--- src/rtl/arbitro_memoria_dados_if.sv ---
// Bus bundle between the two requesters, the data-memory arbiter and the 64x16 memory pins.
interface arbitro_memoria_dados_if #(
    parameter int ADDR_W = 6,
    parameter int DATA_W = 16
);
    logic              req0_valid;
    logic              req0_we;
    logic [ADDR_W-1:0] req0_addr;
    logic [DATA_W-1:0] req0_wdata;
    logic              req0_grant;
    logic              req0_rvalid;
    logic [DATA_W-1:0] req0_rdata;

    logic              req1_valid;
    logic              req1_we;
    logic [ADDR_W-1:0] req1_addr;
    logic [DATA_W-1:0] req1_wdata;
    logic              req1_grant;
    logic              req1_rvalid;
    logic [DATA_W-1:0] req1_rdata;

    logic [ADDR_W-1:0] mem_address;
    logic [DATA_W-1:0] mem_data;
    logic              mem_wren;
    logic [DATA_W-1:0] mem_q;
    logic              busy;

    // Requester/memory side: drives requests and memory read data.
    modport master (
        output req0_valid, req0_we, req0_addr, req0_wdata,
        input  req0_grant, req0_rvalid, req0_rdata,
        output req1_valid, req1_we, req1_addr, req1_wdata,
        input  req1_grant, req1_rvalid, req1_rdata,
        input  mem_address, mem_data, mem_wren, busy,
        output mem_q
    );

    // Arbiter side.
    modport slave (
        input  req0_valid, req0_we, req0_addr, req0_wdata,
        output req0_grant, req0_rvalid, req0_rdata,
        input  req1_valid, req1_we, req1_addr, req1_wdata,
        output req1_grant, req1_rvalid, req1_rdata,
        output mem_address, mem_data, mem_wren, busy,
        input  mem_q
    );
endinterface

--- src/rtl/arbitro_memoria_dados.sv ---
// Round-robin arbiter/sequencer for the single-port data memory: one access in flight,
// synchronous read latency hidden behind a grant / rvalid handshake.
module arbitro_memoria_dados #(
    parameter int ADDR_W = 6,
    parameter int DATA_W = 16,
    parameter int RD_LAT = 1
) (
    input logic Clock,
    input logic Resetn,
    arbitro_memoria_dados_if.slave bus
);

    localparam logic [1:0] IDLE  = 2'd0;
    localparam logic [1:0] ISSUE = 2'd1;
    localparam logic [1:0] WAIT  = 2'd2;
    localparam logic [1:0] CNT_INIT = 2'(RD_LAT - 1);

    logic [1:0]        state;
    logic [1:0]        cnt;
    logic              rr;
    logic              lat_port;
    logic              lat_we;
    logic [ADDR_W-1:0] lat_addr;
    logic [DATA_W-1:0] lat_wdata;
    logic              rvalid0;
    logic              rvalid1;
    logic [DATA_W-1:0] rdata0;
    logic [DATA_W-1:0] rdata1;
    logic              grant0;
    logic              grant1;

    // rr holds the last winner; under contention the other port is served.
    always_comb begin
        grant0 = 1'b0;
        grant1 = 1'b0;
        if (state == IDLE && !Resetn) begin
            if (bus.req0_valid && bus.req1_valid) begin
                grant0 = rr;
                grant1 = !rr;
            end else begin
                grant0 = bus.req0_valid;
                grant1 = bus.req1_valid;
            end
        end
    end

    assign bus.req0_grant  = grant0;
    assign bus.req1_grant  = grant1;
    assign bus.req0_rvalid = rvalid0;
    assign bus.req1_rvalid = rvalid1;
    assign bus.req0_rdata  = rdata0;
    assign bus.req1_rdata  = rdata1;
    assign bus.mem_address = lat_addr;
    assign bus.mem_data    = lat_wdata;
    assign bus.mem_wren    = (state == ISSUE) && lat_we;
    assign bus.busy        = (state != IDLE);

    always_ff @(posedge Clock or posedge Resetn) begin
        if (Resetn) begin
            state     <= IDLE;
            cnt       <= 2'd0;
            rr        <= 1'b1;
            lat_port  <= 1'b0;
            lat_we    <= 1'b0;
            lat_addr  <= '0;
            lat_wdata <= '0;
            rvalid0   <= 1'b0;
            rvalid1   <= 1'b0;
            rdata0    <= '0;
            rdata1    <= '0;
        end else begin
            rvalid0 <= 1'b0;
            rvalid1 <= 1'b0;
            case (state)
                IDLE: begin
                    if (grant0 || grant1) begin
                        rr        <= grant1;
                        lat_port  <= grant1;
                        lat_we    <= grant1 ? bus.req1_we    : bus.req0_we;
                        lat_addr  <= grant1 ? bus.req1_addr  : bus.req0_addr;
                        lat_wdata <= grant1 ? bus.req1_wdata : bus.req0_wdata;
                        state     <= ISSUE;
                    end
                end
                ISSUE: begin
                    if (lat_we) begin
                        state <= IDLE;
                    end else begin
                        cnt   <= CNT_INIT;
                        state <= WAIT;
                    end
                end
                WAIT: begin
                    // Last WAIT cycle: mem_q is valid now; rvalid shows up in the next (IDLE) cycle.
                    if (cnt == 2'd0) begin
                        if (lat_port) begin
                            rdata1  <= bus.mem_q;
                            rvalid1 <= 1'b1;
                        end else begin
                            rdata0  <= bus.mem_q;
                            rvalid0 <= 1'b1;
                        end
                        state <= IDLE;
                    end else begin
                        cnt <= cnt - 2'd1;
                    end
                end
                default: state <= IDLE;
            endcase
        end
    end

endmodule

--- src/flat_wrapper.sv ---
// flat-port wrapper written by rule: the top's interface ports become plain ports
module arbitro_memoria_dados_flat 
#(
    parameter int ADDR_W = 6,
    parameter int DATA_W = 16,
    parameter int RD_LAT = 1
)
  (Clock, Resetn, bus_req0_valid, bus_req0_we, bus_req0_addr, bus_req0_wdata, bus_req0_grant, bus_req0_rvalid, bus_req0_rdata, bus_req1_valid, bus_req1_we, bus_req1_addr, bus_req1_wdata, bus_req1_grant, bus_req1_rvalid, bus_req1_rdata, bus_mem_address, bus_mem_data, bus_mem_wren, bus_busy, bus_mem_q);
  arbitro_memoria_dados_if #(.ADDR_W(ADDR_W), .DATA_W(DATA_W)) bus_i ();
  input logic Clock;
  input logic Resetn;
  input wire logic [$bits(bus_i.req0_valid)-1:0] bus_req0_valid;
  input wire logic [$bits(bus_i.req0_we)-1:0] bus_req0_we;
  input wire logic [$bits(bus_i.req0_addr)-1:0] bus_req0_addr;
  input wire logic [$bits(bus_i.req0_wdata)-1:0] bus_req0_wdata;
  output wire logic [$bits(bus_i.req0_grant)-1:0] bus_req0_grant;
  output wire logic [$bits(bus_i.req0_rvalid)-1:0] bus_req0_rvalid;
  output wire logic [$bits(bus_i.req0_rdata)-1:0] bus_req0_rdata;
  input wire logic [$bits(bus_i.req1_valid)-1:0] bus_req1_valid;
  input wire logic [$bits(bus_i.req1_we)-1:0] bus_req1_we;
  input wire logic [$bits(bus_i.req1_addr)-1:0] bus_req1_addr;
  input wire logic [$bits(bus_i.req1_wdata)-1:0] bus_req1_wdata;
  output wire logic [$bits(bus_i.req1_grant)-1:0] bus_req1_grant;
  output wire logic [$bits(bus_i.req1_rvalid)-1:0] bus_req1_rvalid;
  output wire logic [$bits(bus_i.req1_rdata)-1:0] bus_req1_rdata;
  output wire logic [$bits(bus_i.mem_address)-1:0] bus_mem_address;
  output wire logic [$bits(bus_i.mem_data)-1:0] bus_mem_data;
  output wire logic [$bits(bus_i.mem_wren)-1:0] bus_mem_wren;
  output wire logic [$bits(bus_i.busy)-1:0] bus_busy;
  input wire logic [$bits(bus_i.mem_q)-1:0] bus_mem_q;
  assign bus_i.req0_valid = bus_req0_valid;
  assign bus_i.req0_we = bus_req0_we;
  assign bus_i.req0_addr = bus_req0_addr;
  assign bus_i.req0_wdata = bus_req0_wdata;
  assign bus_req0_grant = bus_i.req0_grant;
  assign bus_req0_rvalid = bus_i.req0_rvalid;
  assign bus_req0_rdata = bus_i.req0_rdata;
  assign bus_i.req1_valid = bus_req1_valid;
  assign bus_i.req1_we = bus_req1_we;
  assign bus_i.req1_addr = bus_req1_addr;
  assign bus_i.req1_wdata = bus_req1_wdata;
  assign bus_req1_grant = bus_i.req1_grant;
  assign bus_req1_rvalid = bus_i.req1_rvalid;
  assign bus_req1_rdata = bus_i.req1_rdata;
  assign bus_mem_address = bus_i.mem_address;
  assign bus_mem_data = bus_i.mem_data;
  assign bus_mem_wren = bus_i.mem_wren;
  assign bus_busy = bus_i.busy;
  assign bus_i.mem_q = bus_mem_q;
  arbitro_memoria_dados #(.ADDR_W(ADDR_W), .DATA_W(DATA_W), .RD_LAT(RD_LAT)) u_core (.Clock(Clock), .Resetn(Resetn), .bus(bus_i));
endmodule
--- config.mk ---
export PLATFORM = sky130hd
export DESIGN_NAME = arbitro_memoria_dados_flat
export DESIGN_NICKNAME = d
export VERILOG_FILES = /design/src/rtl/arbitro_memoria_dados_if.sv /design/src/rtl/arbitro_memoria_dados.sv /design/src/flat_wrapper.sv
export SDC_FILE = /design/constraint.sdc
export NUM_CORES = 1
export LEC_CHECK = 0
export CORE_UTILIZATION = 37
export CTS_CLUSTER_DIAMETER = 80
export DETAILED_ROUTE_END_ITERATION = 6
export HOLD_SLACK_MARGIN = 0.05
export PLACE_DENSITY = 0.88
export SKIP_CTS_REPAIR_TIMING = 1
export SLEW_MARGIN = 20
export SYNTH_ARGS = -nofsm -noshare
export SYNTH_HDL_FRONTEND = slang
export SYNTH_SLANG_ARGS = --single-unit
--- constraint.sdc ---
create_clock -name Clock -period 2.15 [get_ports Clock]
set_clock_uncertainty 0.1 [all_clocks]
set_input_delay 0.43 -clock Clock [delete_from_list [all_inputs] [get_ports Clock]]
set_output_delay 0.43 -clock Clock [all_outputs]
set_load 0.1 [all_outputs]
==> out/metrics.yaml, run 1 <==
timing:
  worst_slack_setup_final_ns: 0.0206
  finalCritPeriodShare_pct: 99.0
  max-slew-margin-rel_pct: 34.0
  final_period_minus_worst_setup_slack_ns: 2.13
  rsz_0062_raised_after_global_routing: "true"
  setup_total_negative_slack_ns: 0
  timing.final.hold_violations: 0
  max_slew.worst_pin.slew_ns: 0.990
  report.final.setup_viol: 0
  max_freq_mhz: 470
  maxSlewViolCount: 0
cells_and_area:
  layout_common_cells: "buf_4, clkdlybuf4s50_1, dfrtp_1"
  final_common_cell: "buf_4"
  antenna_diode_count: 0
  post_route_cells_drive_above_1_share_pct: 36.5
  final_nets: 452
  syn2layout_area_growth_pct: 58.3
yosys:
  post_synth_inst_count: 239
  synth_seq_area_share_pct: 58.1
  ys_seq_elements: 63
  mappedNetlistNets: 310
  synthesis.area_per_instance_um2: 11.4
  syn-cell-area_um2: 2720
  synth-warning-count: 0
  post_synth_num_cell_types: 29
clocking:
  htree_depth: 3
  cts_max_path_buffers: 2
  cts_tree: "done"
  clk_latency_ns: 0.33
  cts_num_sinks: 63
  clock_tree.root_cell: "clkbuf_8"
  path_clk_slew_ns: 0.07
  numCtsBuffers: 9
worst_setup_path:
  timing.reg2reg.setup_slack_ns: 0.18
  crit_start: "u_core.state[1]$_DFFE_PP0P_"
  worstReg2RegStart: "u_core.state[0]$_DFFE_PP0P_"
  cp.arrival_ns: 1.60
  path_class: "reg -> out"
  cp-endpoint: "bus_req0_grant"
  start_kind: "flop"
  reg2reg_depth: 8
  worst_ep_required_time_ns: 1.62
  capturing_point_of_the_worst_reg2reg_path: "u_core.bus.req0_rdata[13]$_DFFE_PP0P_"
  end_kind: "output pin"
  cp_max_fo: 4
floorplan:
  fp.dieW_um: 87.7
  row_count: 30
  die_h_um: 87.7
  num_io_pins: 126
  die_area_um2: 7690
  start_util_pct: 39.1
  core-area_um2: 6940
route:
  drc_errors: 0
  wl_per_cell_um: 14.0
  drt-pass1-iter-count: 4
  ant_nets: 0
  dr_total_vias: 2283
  drt-vias-per-instance: 4.74
  drt-total-wl_um: 6750
  drtIter0Drc: 100
place:
  dp_hpwl_um: 4820
  post-place-ws_ns: -0.0524
  port-buffer-count: 125
  gpl.final_weighted_congestion: 0.762
global_route:
  antenna_found_initial: 0
  grt_first_pass_wirelength_um: 10700
  grt_remaining_overflow: 0
  globalRouteTotalUtil_pct: 18.4
  grt_start_max_net_pins: 63
  grt_pass1_vias: 2291
min_path:
  holdCritPathClass: "in -> async"
status:
  outcome: "complete, no violations"
flow_run:
  max_cap_violations: 0
==> critical path, stage by stage (launching register included) <==
cell	delay, ns
dfrtp_1	0.39
inv_2	0.10
ha_4	0.14
nor2b_4	0.21
nand2_2	0.09
a21oi_4	0.14
buf_12	0.19
==> routing by layer <==
layer	vias to the layer above	wire, um	track usage, %
met2	91	3470	32.3
met4	0	65	7.00
met5	-	0	0
met3	7	462	5.09
li1	1092	-	-
met1	1093	2750	21.2
==> how the worst min path moves through the flow <==
stage | cells after the start | startpoint | end
floorplan | 2 | u_core.cnt[1]$_DFFE_PP0P_ | u_core.cnt[1]$_DFFE_PP0P_
CTS | 2 | Resetn | u_core.bus.mem_data[14]$_DFFE_PP0P_
finish | 2 | Resetn | u_core.bus.mem_data[14]$_DFFE_PP0P_
global placement | 2 | u_core.cnt[1]$_DFFE_PP0P_ | u_core.cnt[1]$_DFFE_PP0P_
global route | 2 | Resetn | u_core.bus.mem_data[14]$_DFFE_PP0P_
detailed placement | 1 | u_core.bus.req1_rdata[10]$_DFFE_PP0P_ | u_core.bus.req1_rdata[10]$_DFFE_PP0P_
==> cells in the mapped netlist, drive strengths merged <==
master	number	area share [%]
dfrtp	62	57
nand3	1	0.37
o21a	1	0.32
a21o	1	0.28
a21oi	48	8.8
or3	1	0.23
o21ai	3	0.55
ha	5	2.3
nor2	23	3.2
mux2	33	15
inv	11	1.5
nand2b	2	0.46
o41ai	1	0.32
a21bo	1	0.37
dfstp	1	0.97
and2	2	0.55
o22ai	1	0.23
mux2i	1	0.37
nor2b	1	0.51
clkbuf	5	0.69
buf	6	1.7
nand2	29	4.3
==> kinds of logic after synthesis <==
family                     share of synthesized area (%)
AOI/OAI and AO/OA                                   10.9
and+or+nand+nor                                     9.58
adders and majority gates                           2.30
buffers and inverters                               3.87
DFF                                                 58.1
muxes                                               15.3
==> stage by stage <==
| stage | hold slack (ns) | instances | utilization, % | cell area [um^2] |
|---|---|---|---|---|
| floorplan | 0.367 | 239 | - | 2730 |
| global placement | 0.386 | 458 | 57.9 | 4020 |
| detailed placement | 0.394 | 458 | 57.9 | 4020 |
| CTS | 0.252 | 474 | 60.7 | 4220 |
| global route | 0.242 | 482 | 62.0 | 4300 |
| finish | 0.266 | 482 | 62.0 | 4300 |
==> final cells by class <==
class | count | area [um^2]
multi-input combinational | 154 | 1070
sequential | 63 | 1580
clock buffer | 9 | 124
clock inverter | 7 | 73.8
timing repair buffer | 142 | 1290
inverter | 11 | 43.8
tap | 96 | 120
fill | 534 | 2640
==> state kept, by name (all words and copies together) (netlist names) <==
signal / cells
u_core.lat_port: 1
u_core.bus.mem_data: 16
u_core.bus.req1_rdata: 16
u_core.state: 2
u_core.bus.mem_address: 6
u_core.lat_we: 1
u_core.cnt: 2
u_core.rr: 1
u_core.bus.req0_rdata: 16
u_core.bus.req1_rvalid: 1
u_core.bus.req0_rvalid: 1
Power of run 1 is left out: the tool's default activity adds up to more than one toggle a clock period on the data nets, which glitch-free logic cannot reach.
==> inputs of run 2 (changes only) <==
Settings changed: CTS_CLUSTER_SIZE set to 14.
==> results of run 2 <==
No change in the layout: final DEF, timing and power equal those of run 1.
Power of run 2 is left out for the same reason.
==> inputs of run 3 (changes only) <==
Settings changed: CTS_CLUSTER_DIAMETER 80 to not set.
==> results of run 3 <==
No change in the layout: final DEF, timing and power equal those of run 1.
Power of run 3 is left out for the same reason.
==> RTL change (flow settings as in run 1) <==
`ADDR_W` is set to 6 in 3 places; all go to 7.
--- a/src/rtl/arbitro_memoria_dados_if.sv
+++ b/src/rtl/arbitro_memoria_dados_if.sv
@@ -2,3 +2,3 @@
 interface arbitro_memoria_dados_if #(
-    parameter int ADDR_W = 6,
+    parameter int ADDR_W = 7,
     parameter int DATA_W = 16
--- a/src/rtl/arbitro_memoria_dados.sv
+++ b/src/rtl/arbitro_memoria_dados.sv
@@ -3,3 +3,3 @@
 module arbitro_memoria_dados #(
-    parameter int ADDR_W = 6,
+    parameter int ADDR_W = 7,
     parameter int DATA_W = 16,
--- a/src/flat_wrapper.sv
+++ b/src/flat_wrapper.sv
@@ -3,3 +3,3 @@
 #(
-    parameter int ADDR_W = 6,
+    parameter int ADDR_W = 7,
     parameter int DATA_W = 16,
Ports: changed (resized bus_mem_address, bus_req0_addr and bus_req1_addr); port bits go from 126 to 129. The function was not compared with the original's and may differ.
==> RTL change against run 1 <==
Sequential cell count up 1; routed wire length up 0.28%; fmax up 1.4%; setup slack better by 0.030 ns; critical endpoint unchanged; sequential share of layout area up 0.40 points; area after synthesis up 2.2%; cell area up 0.49%; highest routed layer unchanged; die area up 2.2%; largest cell class unchanged; synthesized cell count up 2.5%.
Power is not shown: default switching activity piles up to over one toggle a cycle in this logic, so the estimate is an artifact.
==> RTL change: results (changes against run 1) <==
| Metric | Value |
|---|---|
| Worst path slowest cell | dfrtp_1 |
| Final #Nets | 456 (+0.88%) |
| Syn nets | 318 (+2.6%) |
| Run status | completed |
| Detailed Place HPWL | 4.91 mm (+1.9%) |
| Distinct cells, synth | 30 (+3.4%) |
| PortBufs | 128 (+2.4%) |
| First-pass GRT wire length | 10.7 mm (about the same) |
| Worst EP arrival | 1.57 ns (-0.03 ns) |
| Synth top area cells | dfrtp_1, a21oi_1, mux2_1, mux2_4, nand2_1 |
| Final-layout fill cell count | 575 (+7.7%) |
| ANT cells | 0 (unchanged) |
| Non-Filler Instances | 487 (+1.0%) |
| Initial DRC count | 68 (-32%) |
| GRT Util Overall | 0.182 (-0.00116) |
| CP max stage delay | 0.41 ns (+0.02 ns) |
| Cells after Synth | 245 (+2.5%) |
| WHS Endpoint | u_core.bus.req0_rdata[14] |
| RR Startpoint | u_core.state[0] |
| Routed vias | 2,363 (+3.5%) |
| Synth top cells by count | dfrtp_1, a21oi_1, nand2_1, nor2_1, mux2_1 |
| Yosys warning count | 0 (unchanged) |
| GPL Wtd Cong | 0.792 (+3.9%) |
| Pin count of the biggest net entering global routing | 48 (-24%) |
| Reg-to-reg endpoint | u_core.bus.req1_rdata[10] |
| Worst hold path type | register to register |
| R2r setup slk | 0.25 ns (+0.07 ns) |
| Post-synthesis sequential area ratio | 0.577 (-0.00354) |
| Routed wire length | 6.77 mm (+0.28%) |
| Cells after DPL | 468 (+2.2%) |
| Reg2Reg Depth | 6 (-2) |
| Fraction of layout cells with a size suffix above 1 | 0.304 (-0.0612) |
| Worst slew pin tran | 0.450 ns (-0.540 ns) |
## RTL change: cell types whose count changed after synthesis, moves of 2 or more
| cell | delta |
|---|---|
| a21oi_1 | +2 |
| buf_2 | +2 |
| clkbuf_1 | -3 |
| mux2_1 | +17 |
| mux2_2 | -17 |
## RTL change: area by class of cell
cell class	instances	share of cell area
clock inverter	6	0.0139
tap	99	0.0286
multi-input combinational	158	0.250
sequential	64	0.371
timing repair buffer	139	0.297
clock buffer	10	0.0295
inverter	11	0.00955
## RTL change: through the flow
step / instance area, sq um / TNS (ns) / util / setup WS [ns] / hold WS [ns]
floorplan: 2790 / 0 / - / 0.0236 / 0.367
global placement: 4100 / 0 / 0.565 / 0.0789 / 0.374
detailed placement: 4100 / 0 / 0.565 / 0.0804 / 0.382
CTS: 4290 / -0.124 / 0.591 / -0.0964 / 0.399
global route: 4320 / -0.0388 / 0.596 / -0.0338 / 0.409
finish: 4320 / 0 / 0.596 / 0.0510 / 0.396
## RTL change: cell families (layout without fill, tap and decap cells)
logic type | count (synthesis) | in the layout | share of synthesized area
adders and majority gates | 5 | 5 | 0.0225
AOI/OAI and AO/OA | 58 | 58 | 0.112
muxes | 34 | 34 | 0.150
and+or+nand+nor | 61 | 61 | 0.0946
DFF | 64 | 64 | 0.577
buffers and inverters | 23 | 166 | 0.0441
## RTL change: worst max path at each step
stage | from | to | slack, ns | cells past startpoint
after floorplan | Resetn | u_core.bus.mem_address[0] | 0.02 | 1
after global placement | Resetn | bus_req0_grant | 0.08 | 5
after detailed placement | Resetn | bus_req0_grant | 0.08 | 5
after CTS | u_core.state[1] | bus_req0_grant | -0.1 | 6
after global routing | u_core.state[0] | bus_req0_grant | -0.03 | 6
final | u_core.state[0] | bus_req0_grant | 0.05 | 6
## RTL change: per-layer routing
layer | wire length [microns] | global-route usage | vias up
li1 | - | - | 1103
met5 | 0 | 0 | -
met2 | 3190 | 0.299 | 114
met1 | 2800 | 0.208 | 1135
met3 | 676 | 0.0868 | 11
met4 | 99 | 0.0660 | 0
